$ cat config.mk
export PLATFORM = sky130hd
export DESIGN_NAME = core_seq_unit_flat
export DESIGN_NICKNAME = d
export VERILOG_FILES = /design/src/rtl/core_seq_unit_if.sv /design/src/rtl/core_seq_unit.sv /design/src/flat_wrapper.sv
export SDC_FILE = /design/constraint.sdc
export NUM_CORES = 1
export LEC_CHECK = 0
export ABC_CLOCK_PERIOD_IN_PS = 3800
export CAP_MARGIN = 20
export CORE_MARGIN = 5
export CORE_UTILIZATION = 55
export CTS_CLUSTER_DIAMETER = 120
export CTS_CLUSTER_SIZE = 16
export DETAILED_ROUTE_END_ITERATION = 10
export PLACE_DENSITY = 0.83
export SYNTH_ARGS = -nofsm -noshare
export SYNTH_HDL_FRONTEND = slang
export SYNTH_SLANG_ARGS = --single-unit
$ cat constraint.sdc
create_clock -name CLK -period 3.8 [get_ports CLK]
set_input_delay 0.76 -clock CLK [delete_from_list [all_inputs] [get_ports CLK]]
set_output_delay 0.76 -clock CLK [all_outputs]
set_load 0.05 [all_outputs]
$ cat src/rtl/core_seq_unit_if.sv
// Sequencer bus: opcode/immediate/flags in, IP and return-stack status out.
// Interrupt signals are present even when the interrupt feature is compiled out.
interface core_seq_unit_if #(
    parameter int unsigned ADDR_W   = 8,
    parameter int unsigned OPC_W    = 5,
    parameter int unsigned RS_DEPTH = 8
);
    localparam int unsigned SP_W = $clog2(RS_DEPTH) + 1;

    logic [OPC_W-1:0]  OPC;
    logic [ADDR_W-1:0] IMM;
    logic              BUSY;
    logic              FL_ZF;
    logic              FL_CF;
    logic              INT_REQ;
    logic [3:0]        INT_NUM;

    logic [ADDR_W-1:0] IP;
    logic              FLAG_RESTORE;
    logic              FL_ZF_R;
    logic              FL_CF_R;
    logic [SP_W-1:0]   SP;
    logic              STACK_FAULT;
    logic              HALTED;
    logic              INT_ACK;
    logic              IN_ISR;

    modport master (
        input  OPC, IMM, BUSY, FL_ZF, FL_CF, INT_REQ, INT_NUM,
        output IP, FLAG_RESTORE, FL_ZF_R, FL_CF_R, SP, STACK_FAULT, HALTED, INT_ACK, IN_ISR
    );

    modport slave (
        output OPC, IMM, BUSY, FL_ZF, FL_CF, INT_REQ, INT_NUM,
        input  IP, FLAG_RESTORE, FL_ZF_R, FL_CF_R, SP, STACK_FAULT, HALTED, INT_ACK, IN_ISR
    );
endinterface

$ cat src/rtl/core_seq_unit.sv
// MicroCPU instruction sequencer: IP, branches, CALL/RET return stack, HALT and FAULT states.
// Define CORE_SEQ_INT_EN to enable hardware interrupt vectoring and RETI.
module core_seq_unit #(
    parameter int unsigned ADDR_W       = 8,
    parameter int unsigned OPC_W        = 5,
    parameter int unsigned RS_DEPTH     = 8,
    parameter int unsigned INT_VEC_BASE = 'hF0
) (
    input  logic           CLK,
    input  logic           RESET,
    core_seq_unit_if.master bus
);
    localparam int unsigned PTR_W = $clog2(RS_DEPTH);
    localparam int unsigned SP_W  = PTR_W + 1;

    localparam logic [OPC_W-1:0] OP_JMP  = OPC_W'(1);
    localparam logic [OPC_W-1:0] OP_BREQ = OPC_W'(2);
    localparam logic [OPC_W-1:0] OP_BRNE = OPC_W'(3);
    localparam logic [OPC_W-1:0] OP_BRCS = OPC_W'(4);
    localparam logic [OPC_W-1:0] OP_BRCC = OPC_W'(5);
    localparam logic [OPC_W-1:0] OP_CALL = OPC_W'(6);
    localparam logic [OPC_W-1:0] OP_RET  = OPC_W'(7);
    localparam logic [OPC_W-1:0] OP_RETI = OPC_W'(8);
    localparam logic [OPC_W-1:0] OP_HALT = OPC_W'(9);

    typedef enum logic [1:0] {S_RUN, S_HALT, S_FAULT} state_t;

    typedef struct packed {
        logic [ADDR_W-1:0] ip;
        logic              zf;
        logic              cf;
    } rs_entry_t;

    state_t            state, state_n;
    logic [ADDR_W-1:0] ip_q, ip_n, ip_inc, int_vec;
    logic [SP_W-1:0]   sp_q, sp_n, sp_dec;
    logic              fault_q, fault_n;
    logic              frestore_q, frestore_n;
    logic              zf_r_q, zf_r_n, cf_r_q, cf_r_n;
    logic              ack_q, ack_n;
    logic              in_isr_q, in_isr_n;
    logic              halted_q;
    logic              sp_full, sp_empty, int_take;
    logic              push;
    rs_entry_t         push_data, top;
    rs_entry_t         stack [RS_DEPTH];

    assign ip_inc   = ip_q + ADDR_W'(1);
    assign sp_dec   = sp_q - SP_W'(1);
    assign sp_full  = (sp_q == SP_W'(RS_DEPTH));
    assign sp_empty = (sp_q == '0);
    assign top      = stack[sp_dec[PTR_W-1:0]];
    assign int_vec  = ADDR_W'(INT_VEC_BASE) + ADDR_W'(bus.INT_NUM);

`ifdef CORE_SEQ_INT_EN
    // Interrupts are masked while in service and deferred (not faulted) on a full stack.
    assign int_take = bus.INT_REQ && !in_isr_q && !sp_full;
`else
    logic unused_int_req;
    assign unused_int_req = bus.INT_REQ;
    assign int_take       = 1'b0;
`endif

    // State register
    always_ff @(posedge CLK or negedge RESET) begin
        if (!RESET) state <= S_RUN;
        else        state <= state_n;
    end

    // Next-state, next-IP and return-stack control
    always_comb begin
        state_n    = state;
        ip_n       = ip_q;
        sp_n       = sp_q;
        fault_n    = fault_q;
        frestore_n = 1'b0;
        zf_r_n     = zf_r_q;
        cf_r_n     = cf_r_q;
        ack_n      = 1'b0;
        in_isr_n   = in_isr_q;
        push       = 1'b0;
        push_data  = '{ip: ip_inc, zf: bus.FL_ZF, cf: bus.FL_CF};

        case (state)
            S_RUN: begin
                if (bus.BUSY) begin
                    state_n = S_RUN;
                end else if (int_take) begin
                    // The instruction at IP is pre-empted, so it is the return address.
                    push         = 1'b1;
                    push_data.ip = ip_q;
                    sp_n         = sp_q + SP_W'(1);
                    ip_n         = int_vec;
                    ack_n        = 1'b1;
                    in_isr_n     = 1'b1;
                end else begin
                    ip_n = ip_inc;
                    case (bus.OPC)
                        OP_JMP:  ip_n = bus.IMM;
                        OP_BREQ: if (bus.FL_ZF)  ip_n = bus.IMM;
                        OP_BRNE: if (!bus.FL_ZF) ip_n = bus.IMM;
                        OP_BRCS: if (bus.FL_CF)  ip_n = bus.IMM;
                        OP_BRCC: if (!bus.FL_CF) ip_n = bus.IMM;
                        OP_CALL: begin
                            if (sp_full) begin
                                ip_n    = ip_q;
                                fault_n = 1'b1;
                                state_n = S_FAULT;
                            end else begin
                                push = 1'b1;
                                sp_n = sp_q + SP_W'(1);
                                ip_n = bus.IMM;
                            end
                        end
                        OP_RET, OP_RETI: begin
                            if (sp_empty) begin
                                ip_n    = ip_q;
                                fault_n = 1'b1;
                                state_n = S_FAULT;
                            end else begin
                                ip_n       = top.ip;
                                sp_n       = sp_dec;
                                frestore_n = 1'b1;
                                zf_r_n     = top.zf;
                                cf_r_n     = top.cf;
`ifdef CORE_SEQ_INT_EN
                                if (bus.OPC == OP_RETI) in_isr_n = 1'b0;
`endif
                            end
                        end
                        OP_HALT: begin
                            ip_n    = ip_q;
                            state_n = S_HALT;
                        end
                        default: ip_n = ip_inc;
                    endcase
                end
            end
            S_HALT: begin
                // Waking from HALT returns past the HALT instruction.
                if (int_take) begin
                    push     = 1'b1;
                    sp_n     = sp_q + SP_W'(1);
                    ip_n     = int_vec;
                    ack_n    = 1'b1;
                    in_isr_n = 1'b1;
                    state_n  = S_RUN;
                end
            end
            S_FAULT: state_n = S_FAULT;
            default: state_n = S_RUN;
        endcase
    end

    // Registered outputs
    always_ff @(posedge CLK or negedge RESET) begin
        if (!RESET) begin
            ip_q       <= '0;
            sp_q       <= '0;
            fault_q    <= 1'b0;
            frestore_q <= 1'b0;
            zf_r_q     <= 1'b0;
            cf_r_q     <= 1'b0;
            ack_q      <= 1'b0;
            in_isr_q   <= 1'b0;
            halted_q   <= 1'b0;
        end else begin
            ip_q       <= ip_n;
            sp_q       <= sp_n;
            fault_q    <= fault_n;
            frestore_q <= frestore_n;
            zf_r_q     <= zf_r_n;
            cf_r_q     <= cf_r_n;
            ack_q      <= ack_n;
            in_isr_q   <= in_isr_n;
            halted_q   <= (state_n == S_HALT);
        end
    end

    // Return-stack storage; contents are don't-care after reset
    always_ff @(posedge CLK) begin
        if (push) stack[sp_q[PTR_W-1:0]] <= push_data;
    end

    assign bus.IP           = ip_q;
    assign bus.SP           = sp_q;
    assign bus.STACK_FAULT  = fault_q;
    assign bus.FLAG_RESTORE = frestore_q;
    assign bus.FL_ZF_R      = zf_r_q;
    assign bus.FL_CF_R      = cf_r_q;
    assign bus.HALTED       = halted_q;
    assign bus.INT_ACK      = ack_q;
    assign bus.IN_ISR       = in_isr_q;
endmodule
$ cat src/flat_wrapper.sv
// flat-port wrapper written by rule: the top's interface ports become plain ports
module core_seq_unit_flat 
#(
    parameter int unsigned ADDR_W       = 8,
    parameter int unsigned OPC_W        = 5,
    parameter int unsigned RS_DEPTH     = 8,
    parameter int unsigned INT_VEC_BASE = 'hF0
)
  (CLK, RESET, bus_OPC, bus_IMM, bus_BUSY, bus_FL_ZF, bus_FL_CF, bus_INT_REQ, bus_INT_NUM, bus_IP, bus_FLAG_RESTORE, bus_FL_ZF_R, bus_FL_CF_R, bus_SP, bus_STACK_FAULT, bus_HALTED, bus_INT_ACK, bus_IN_ISR);
  core_seq_unit_if #(.ADDR_W(ADDR_W), .OPC_W(OPC_W), .RS_DEPTH(RS_DEPTH)) bus_i ();
  input  logic CLK;
  input  logic RESET;
  input wire logic [$bits(bus_i.OPC)-1:0] bus_OPC;
  input wire logic [$bits(bus_i.IMM)-1:0] bus_IMM;
  input wire logic [$bits(bus_i.BUSY)-1:0] bus_BUSY;
  input wire logic [$bits(bus_i.FL_ZF)-1:0] bus_FL_ZF;
  input wire logic [$bits(bus_i.FL_CF)-1:0] bus_FL_CF;
  input wire logic [$bits(bus_i.INT_REQ)-1:0] bus_INT_REQ;
  input wire logic [$bits(bus_i.INT_NUM)-1:0] bus_INT_NUM;
  output wire logic [$bits(bus_i.IP)-1:0] bus_IP;
  output wire logic [$bits(bus_i.FLAG_RESTORE)-1:0] bus_FLAG_RESTORE;
  output wire logic [$bits(bus_i.FL_ZF_R)-1:0] bus_FL_ZF_R;
  output wire logic [$bits(bus_i.FL_CF_R)-1:0] bus_FL_CF_R;
  output wire logic [$bits(bus_i.SP)-1:0] bus_SP;
  output wire logic [$bits(bus_i.STACK_FAULT)-1:0] bus_STACK_FAULT;
  output wire logic [$bits(bus_i.HALTED)-1:0] bus_HALTED;
  output wire logic [$bits(bus_i.INT_ACK)-1:0] bus_INT_ACK;
  output wire logic [$bits(bus_i.IN_ISR)-1:0] bus_IN_ISR;
  assign bus_i.OPC = bus_OPC;
  assign bus_i.IMM = bus_IMM;
  assign bus_i.BUSY = bus_BUSY;
  assign bus_i.FL_ZF = bus_FL_ZF;
  assign bus_i.FL_CF = bus_FL_CF;
  assign bus_i.INT_REQ = bus_INT_REQ;
  assign bus_i.INT_NUM = bus_INT_NUM;
  assign bus_IP = bus_i.IP;
  assign bus_FLAG_RESTORE = bus_i.FLAG_RESTORE;
  assign bus_FL_ZF_R = bus_i.FL_ZF_R;
  assign bus_FL_CF_R = bus_i.FL_CF_R;
  assign bus_SP = bus_i.SP;
  assign bus_STACK_FAULT = bus_i.STACK_FAULT;
  assign bus_HALTED = bus_i.HALTED;
  assign bus_INT_ACK = bus_i.INT_ACK;
  assign bus_IN_ISR = bus_i.IN_ISR;
  core_seq_unit #(.ADDR_W(ADDR_W), .OPC_W(OPC_W), .RS_DEPTH(RS_DEPTH), .INT_VEC_BASE(INT_VEC_BASE)) u_core (.CLK(CLK), .RESET(RESET), .bus(bus_i));
endmodule
==> Word level (Yosys, flattened, before mapping) <==
Memory sizes are Yosys's and may differ from the RTL's.
Index checks and enable logic that the tools add are counted.
{ "totals": {"ff_bits": 19, "latchBits": 0, "mem_bits_rw": 80, "rom_bits": 0, "inputBits": 23, "out_inout_bits": 19, "memories": 1} }
{ "memory_table": {"columns": ["name", "depth", "width", "read_ports", "rd_ports_with_merged_regs", "wr", "line", "source"], "rows": [
  ["u_core.stack", 8, 10, 1, 0, 1, "core_seq_unit.sv:46", "rs_entry_t stack [RS_DEPTH];"]
]} }
{ "op_classes": {"add_sub_neg": 3, "multipliers": 0, "div": 0, "magnitude_cmp": 0, "n_eq_ne": 17, "n_shift": 0, "muxes": 28, "bitwise": 3, "n_reduce_logical": 8} }
{ "op_table": {"columns": ["cell", "n"], "rows": [
  ["case mux 8 bit (8 select lines)", 1],
  ["2-to-1 mux 8 bit", 6],
  ["equality test 5 x 3 -> 1 bit, second input constant", 4],
  ["AND reduction 5 bit", 3],
  ["2-to-1 mux 1 bit", 12],
  ["case mux 2 bit (3 select lines)", 2],
  ["equality test 5 x 2 -> 1 bit, second input constant", 2],
  ["equality test 5 x 4 -> 1 bit, second input constant", 2],
  ["adder 8 x 1 -> 8 bit, second input constant", 1],
  ["2-to-1 mux 4 bit", 2],
  ["case mux 4 bit (2 select lines)", 1],
  ["2-to-1 mux 2 bit", 3],
  ["equality test 5 x 1 -> 1 bit, second input constant", 1],
  ["adder 4 x 1 -> 4 bit, second input constant", 1],
  ["equality test 2 x 1 -> 1 bit, second input constant", 2],
  ["equality test 4 bit, second input constant", 1],
  ["logical NOT 4 bit", 1],
  ["!= test 2 x 1 -> 1 bit, second input constant", 2],
  ["!= test 2 bit, second input constant", 2],
  ["AND reduction 4 bit", 1],
  ["subtractor 4 x 1 -> 4 bit, second input constant", 1],
  ["NOT 1 bit", 3],
  ["equality test 2 bit, second input constant", 1],
  ["logical NOT 2 bit", 1],
  ["other kinds (3)", 3]
]} }

==> Longest topological paths before layout <==
{ "depth": {"word_depth": 7, "mapped_depth": 10, "mapped_depth_nobuf": 7} }

==> Worst setup path before layout <==
OpenSTA, ideal clock, no wires.
{ "synth_path": {"kind": "register -> register", "start": "reg u_core.sp_q[0], in the netlist u_core.bus.SP[0]", "end": "mem u_core.stack[1][0] (netlist name) (enable)", "setup_ps": 390, "t_arrival_ps": 2696, "required_time_ps": 3410, "path_slack_ps": 714, "stages_incl_launch_ff": 9, "period_less_slack_ps": 3086, "path_cell_list": "dfrtp_1 -> buf_2 -> inv_1 -> ha_1 -> nor2b_1 -> nand2_1 -> and3_1 -> nand2_1 -> nor3_1"} }
{ "synth_via": {"elab_chain_len": 7} }
{ "synth_lines": {"columns": ["element", "line", "source"], "rows": [
  ["from (decl)", "core_seq_unit.sv:36", "logic [SP_W-1:0] sp_q, sp_n, sp_dec;"],
  ["from (signal assigned)", "core_seq_unit.sv:169", "sp_q <= sp_n;"],
  ["equality test 4 bit", "core_seq_unit.sv:50", "assign sp_full = (sp_q == SP_W'(RS_DEPTH));"],
  ["2-to-1 mux 1 bit", "core_seq_unit.sv:105", "if (sp_full) begin"],
  ["2-to-1 mux 1 bit", "core_seq_unit.sv:98", "case (bus.OPC)"],
  ["2-to-1 mux 1 bit", "core_seq_unit.sv:86", "if (bus.BUSY) begin"],
  ["2-to-1 mux 1 bit", null, null],
  ["2-to-1 mux 1 bit", "core_seq_unit.sv:182", "if (push) stack[sp_q[PTR_W-1:0]] <= push_data;"],
  ["2-to-1 mux 1 bit (not written as such)", "core_seq_unit.sv:182", null],
  ["to (decl)", "core_seq_unit.sv:46", null]
]} }
Several ways; a longest one is shown, not always the timed one.

==> Final worst setup path <==
{ "layout_path": {"start": "in bus_OPC[2]", "end": "mem u_core.stack[4][9] (netlist name) (enable)"} }
{ "layout_via": {"elab_chain_len": 6} }
{ "layout_lines": {"columns": ["element", "line", "source"], "rows": [
  ["from (decl)", "flat_wrapper.sv:13", "input wire logic [$bits(bus_i.OPC)-1:0] bus_OPC;"],
  ["equality test 5 x 3 -> 1 bit", "core_seq_unit.sv:98", null],
  ["2-to-1 mux 1 bit", "core_seq_unit.sv:98", null],
  ["2-to-1 mux 1 bit", "core_seq_unit.sv:86", null],
  ["2-to-1 mux 1 bit", null, null],
  ["2-to-1 mux 1 bit", "core_seq_unit.sv:182", null],
  ["2-to-1 mux 1 bit (not written as such)", "core_seq_unit.sv:182", null]
]} }
No other way between the ends.

==> results.toml <==
[run_status]
outcome = "finished, final reports clean"

[power]
seqPwrFrac_pct = 39.6
internal_power_uw = 2414
p_clk_share_pct = 17.1
power_switching_uw = 1456
powerDensity_mw_per_mm2 = 746.3
p_comb_share_pct = 43.3
totalPowerFinal_uw = 3870
ir_drop_mv = 0.4680
power_leakage_uw = 0.001831
p_sw_share_pct = 37.62

[drt]
route.detailed.wl_per_inst_um = 21.90
wl_met2_mm = 4.803
route.detailed.vias_per_inst = 6.181
dr.first_iter.drc_count = 235
dr_total_vias = 2738
sum_of_routed_wire_length_over_all_layers_mm = 9.701
detailroute.wirelength.met3_um = 788
maxUsedRoutingLayer = "met4"
first_pass_iters = 5
m1WireLength_mm = 4.034
postRouteAntennaNets = 0
drcViolationCount = 0

[cts]
cts_htree_levels = 3
ctsHoldBuffers = 0
postCtsSetupBuffers = 0
cts_tree = "yes"
clk_root_buffer_cell = "clkbuf_8"
clk_latency_ps = 370
clk_path_buf_depth = 2
cts.reportedPaths.clkPinSlew_ps = 100
clock_sink_count = 99
post_cts.resized_instances = 0
cts_inserted_buffers = 9

[floorplan]
coreArea_mm2 = 0.007807
chipWidth_um = 100.2
floorplan.io_pins = 42
rows = 32
dieArea_mm2 = 0.01004
floorplan.die.height_um = 100.2
initial_utilization_pct = 57.31

[sta]
final.hold.worst_slack_ps = 461.1
totalNegativeSetupSlack_ps = 0
slew_headroom_pct = 38.41
finalHoldViolCount = 0
final_max_slew_viol_count = 0
final_min_period_over_clock_period_pct = 80.76
setup_viol_count_final = 0
rsz_0062_raised_after_global_routing = "no"
achievable_freq_mhz = 325.9
finalWorstSetupSlack_ps = 731.3
timing_worst_slew_pin_value_ps = 920.9
min_period_ps = 3069
clock-skew-final_ps = 12.19

[synth]
syn_avg_cell_area_um2 = 15.54
netlist_instances = 288
synth_async_sr_flop_share_pct = 19.19
yosys.cell_count.top_type = "edfxtp_1"
synth_cell_types = 56
synth_xor_area_share_pct = 2.153
synth_top_area_share_pct = 53.69
yosys_register_bits = 99
proportion_of_synthesized_area_in_mux_cells_pct = 14.09
syn-cell-area_mm2 = 0.004474
synth.yosys.seq_area_share_pct = 64.32
synth_adder_area_share_pct = 0.8389
yosys.area.top_type = "edfxtp_1"
ys_top_cells_by_area = "edfxtp_1, dfrtp_1, mux4_2"
synth-compound-area-share_pct = 6.907
ys_warn_count = 0
synth_commonest_cells = "edfxtp_1, nor2_1, mux4_2"
synth-main-ff-cell = "edfxtp_1"
synthSimpleGateAreaFrac_pct = 9.144
count_of_flip_flops_with_a_built_in_enable_after_synthesis = 80
synth_top_family_by_area = "multiplexers"

[finish]
nNetsFinal = 362
layout-area-overhead-vs-synth_pct = 15.88
layout.filler_cells = 564
diodes = 0
share_of_post_route_cells_with_drive_strength_above_1_pct = 18.48
post_layout_nonfiller_instances = 443

[placement]
dp_worst_setup_slack_ps = 348.1
placedCellCount = 427
routabilityCongestion = 0.8509
port_buffers = 34
hpwlAfterDp_mm = 6.740

[job]
cap_viol_max_count = 0

[grt]
antenna_found_initial = 0
global_routing_usage_summed_across_all_routing_layers_pct = 20.62
grt_start_max_net_pins = 24
grt_pass1_wl_mm = 15.23
grt_overflow = 0
grt_pass1_vias = 2727

[critical_path]
setup.reg_to_reg.worst_slack_ps = 1060
start_kind = "input port"
crit_fanout = 17
timing.rr.start = "u_core.bus.SP[1]"
timing.critical_path.arrival_ps = 3140
critical_path.reg2reg.endpoint = "u_core.bus.IP[0]"
criticalPathCategory = "input port to register"
worst_setup_path_end_kind = "register"
critPathRequiredTime_ps = 3870
ff2ff_path_depth = 7

[min_path]
worstHoldEndpoint = "u_core.state[1]"
whs_path_depth = 1
hold_path_startpoint = "u_core.state[0]"
min_delay_path_class = "register to register"
[cell usage in the layout (no fill, tap or decap), drive strengths merged, types with 4 or more instances in the layout]
cell type,count
and2,5
a222oi,4
a21oi,11
mux2i,12
edfxtp,80
xor2,5
nand2,11
nand3,5
clkbuf,10
clkdlybuf4s50,34
dfrtp,19
xnor2,6
inv,7
mux4,20
buf,18
mux2,5
nor3,6
nand2b,4
and3,4
nor2,23
[through the flow]
step,util (%),cell area [um2]
finish,66.41,5185
global route,66.41,5185
CTS,66.41,5185
detailed placement,63.96,4994
global placement,63.96,4994
floorplan,-,4478
[power groups by stage]
stage | Clock, uW | Combinational (uW) | Sequential [uW]
3_3_place_gp | 0 | 1640 | 1540
6_report | 662 | 1670 | 1530
4_1_cts | 675 | 1690 | 1530
3_5_place_dp | 0 | 1680 | 1550
2_1_floorplan | 0 | 950 | 1800
5_1_grt | 722 | 1800 | 1550
[routing by layer]
| metal | track usage [%] | up-vias |
|---|---|---|
| met3 | 5.768 | 10 |
| met1 | 29.40 | 1384 |
| met5 | 0 | - |
| met4 | 4.352 | 0 |
| met2 | 32.16 | 117 |
| li1 | - | 1227 |
[sequential cells by signal (all words and copies together) (netlist names)]
register,cells
u_core.bus.FLAG_RESTORE,1
u_core.stack,80
u_core.state,2
u_core.bus.HALTED,1
u_core.bus.IP,8
u_core.bus.FL_CF_R,1
u_core.bus.SP,4
u_core.bus.FL_ZF_R,1
u_core.bus.STACK_FAULT,1
[logic make-up after synthesis]
| kind of cell | Yosys count |
|---|---|
| fa+ha+maj | 3 |
| buf+inv | 22 |
| mux | 37 |
| simple gates | 75 |
| flops | 99 |
| xor+xnor | 11 |
| compound gates | 40 |
| other cells | 1 |
[cell type report]
cell class | count | area, um2 | area share [%]
clock buffers | 10 | 127.6 | 2.461
clock inverters | 6 | 63.81 | 1.231
flip-flops and latches | 99 | 2878 | 55.50
inverters | 6 | 22.52 | 0.4344
repair buffers | 52 | 475.5 | 9.170
multi-input cells | 168 | 1490 | 28.74
well taps | 102 | 127.6 | 2.461
[critical path, cell delays in order]
cell and delay, ps:
clkdlybuf4s50_1 760, nor4bb_1 410, nor2b_1 310, and3_1 240, nand2_1 110, nor2_1 290
buf_4 260
[worst max-delay path by stage]
stage	from	to	slack, ps	cells past startpoint
final	bus_OPC[2]	u_core.stack[4][9]	730	7
after global routing	bus_OPC[2]	u_core.stack[1][0]	510	7
after global placement	bus_OPC[2]	u_core.stack[7][3]	470	7
after detailed placement	bus_OPC[2]	u_core.stack[4][6]	350	7
after CTS	bus_OPC[2]	u_core.stack[4][9]	740	7
after floorplan	u_core.bus.SP[0]	u_core.stack[1][0]	710	8
Note: power is estimated with default switching activity, not from simulation.
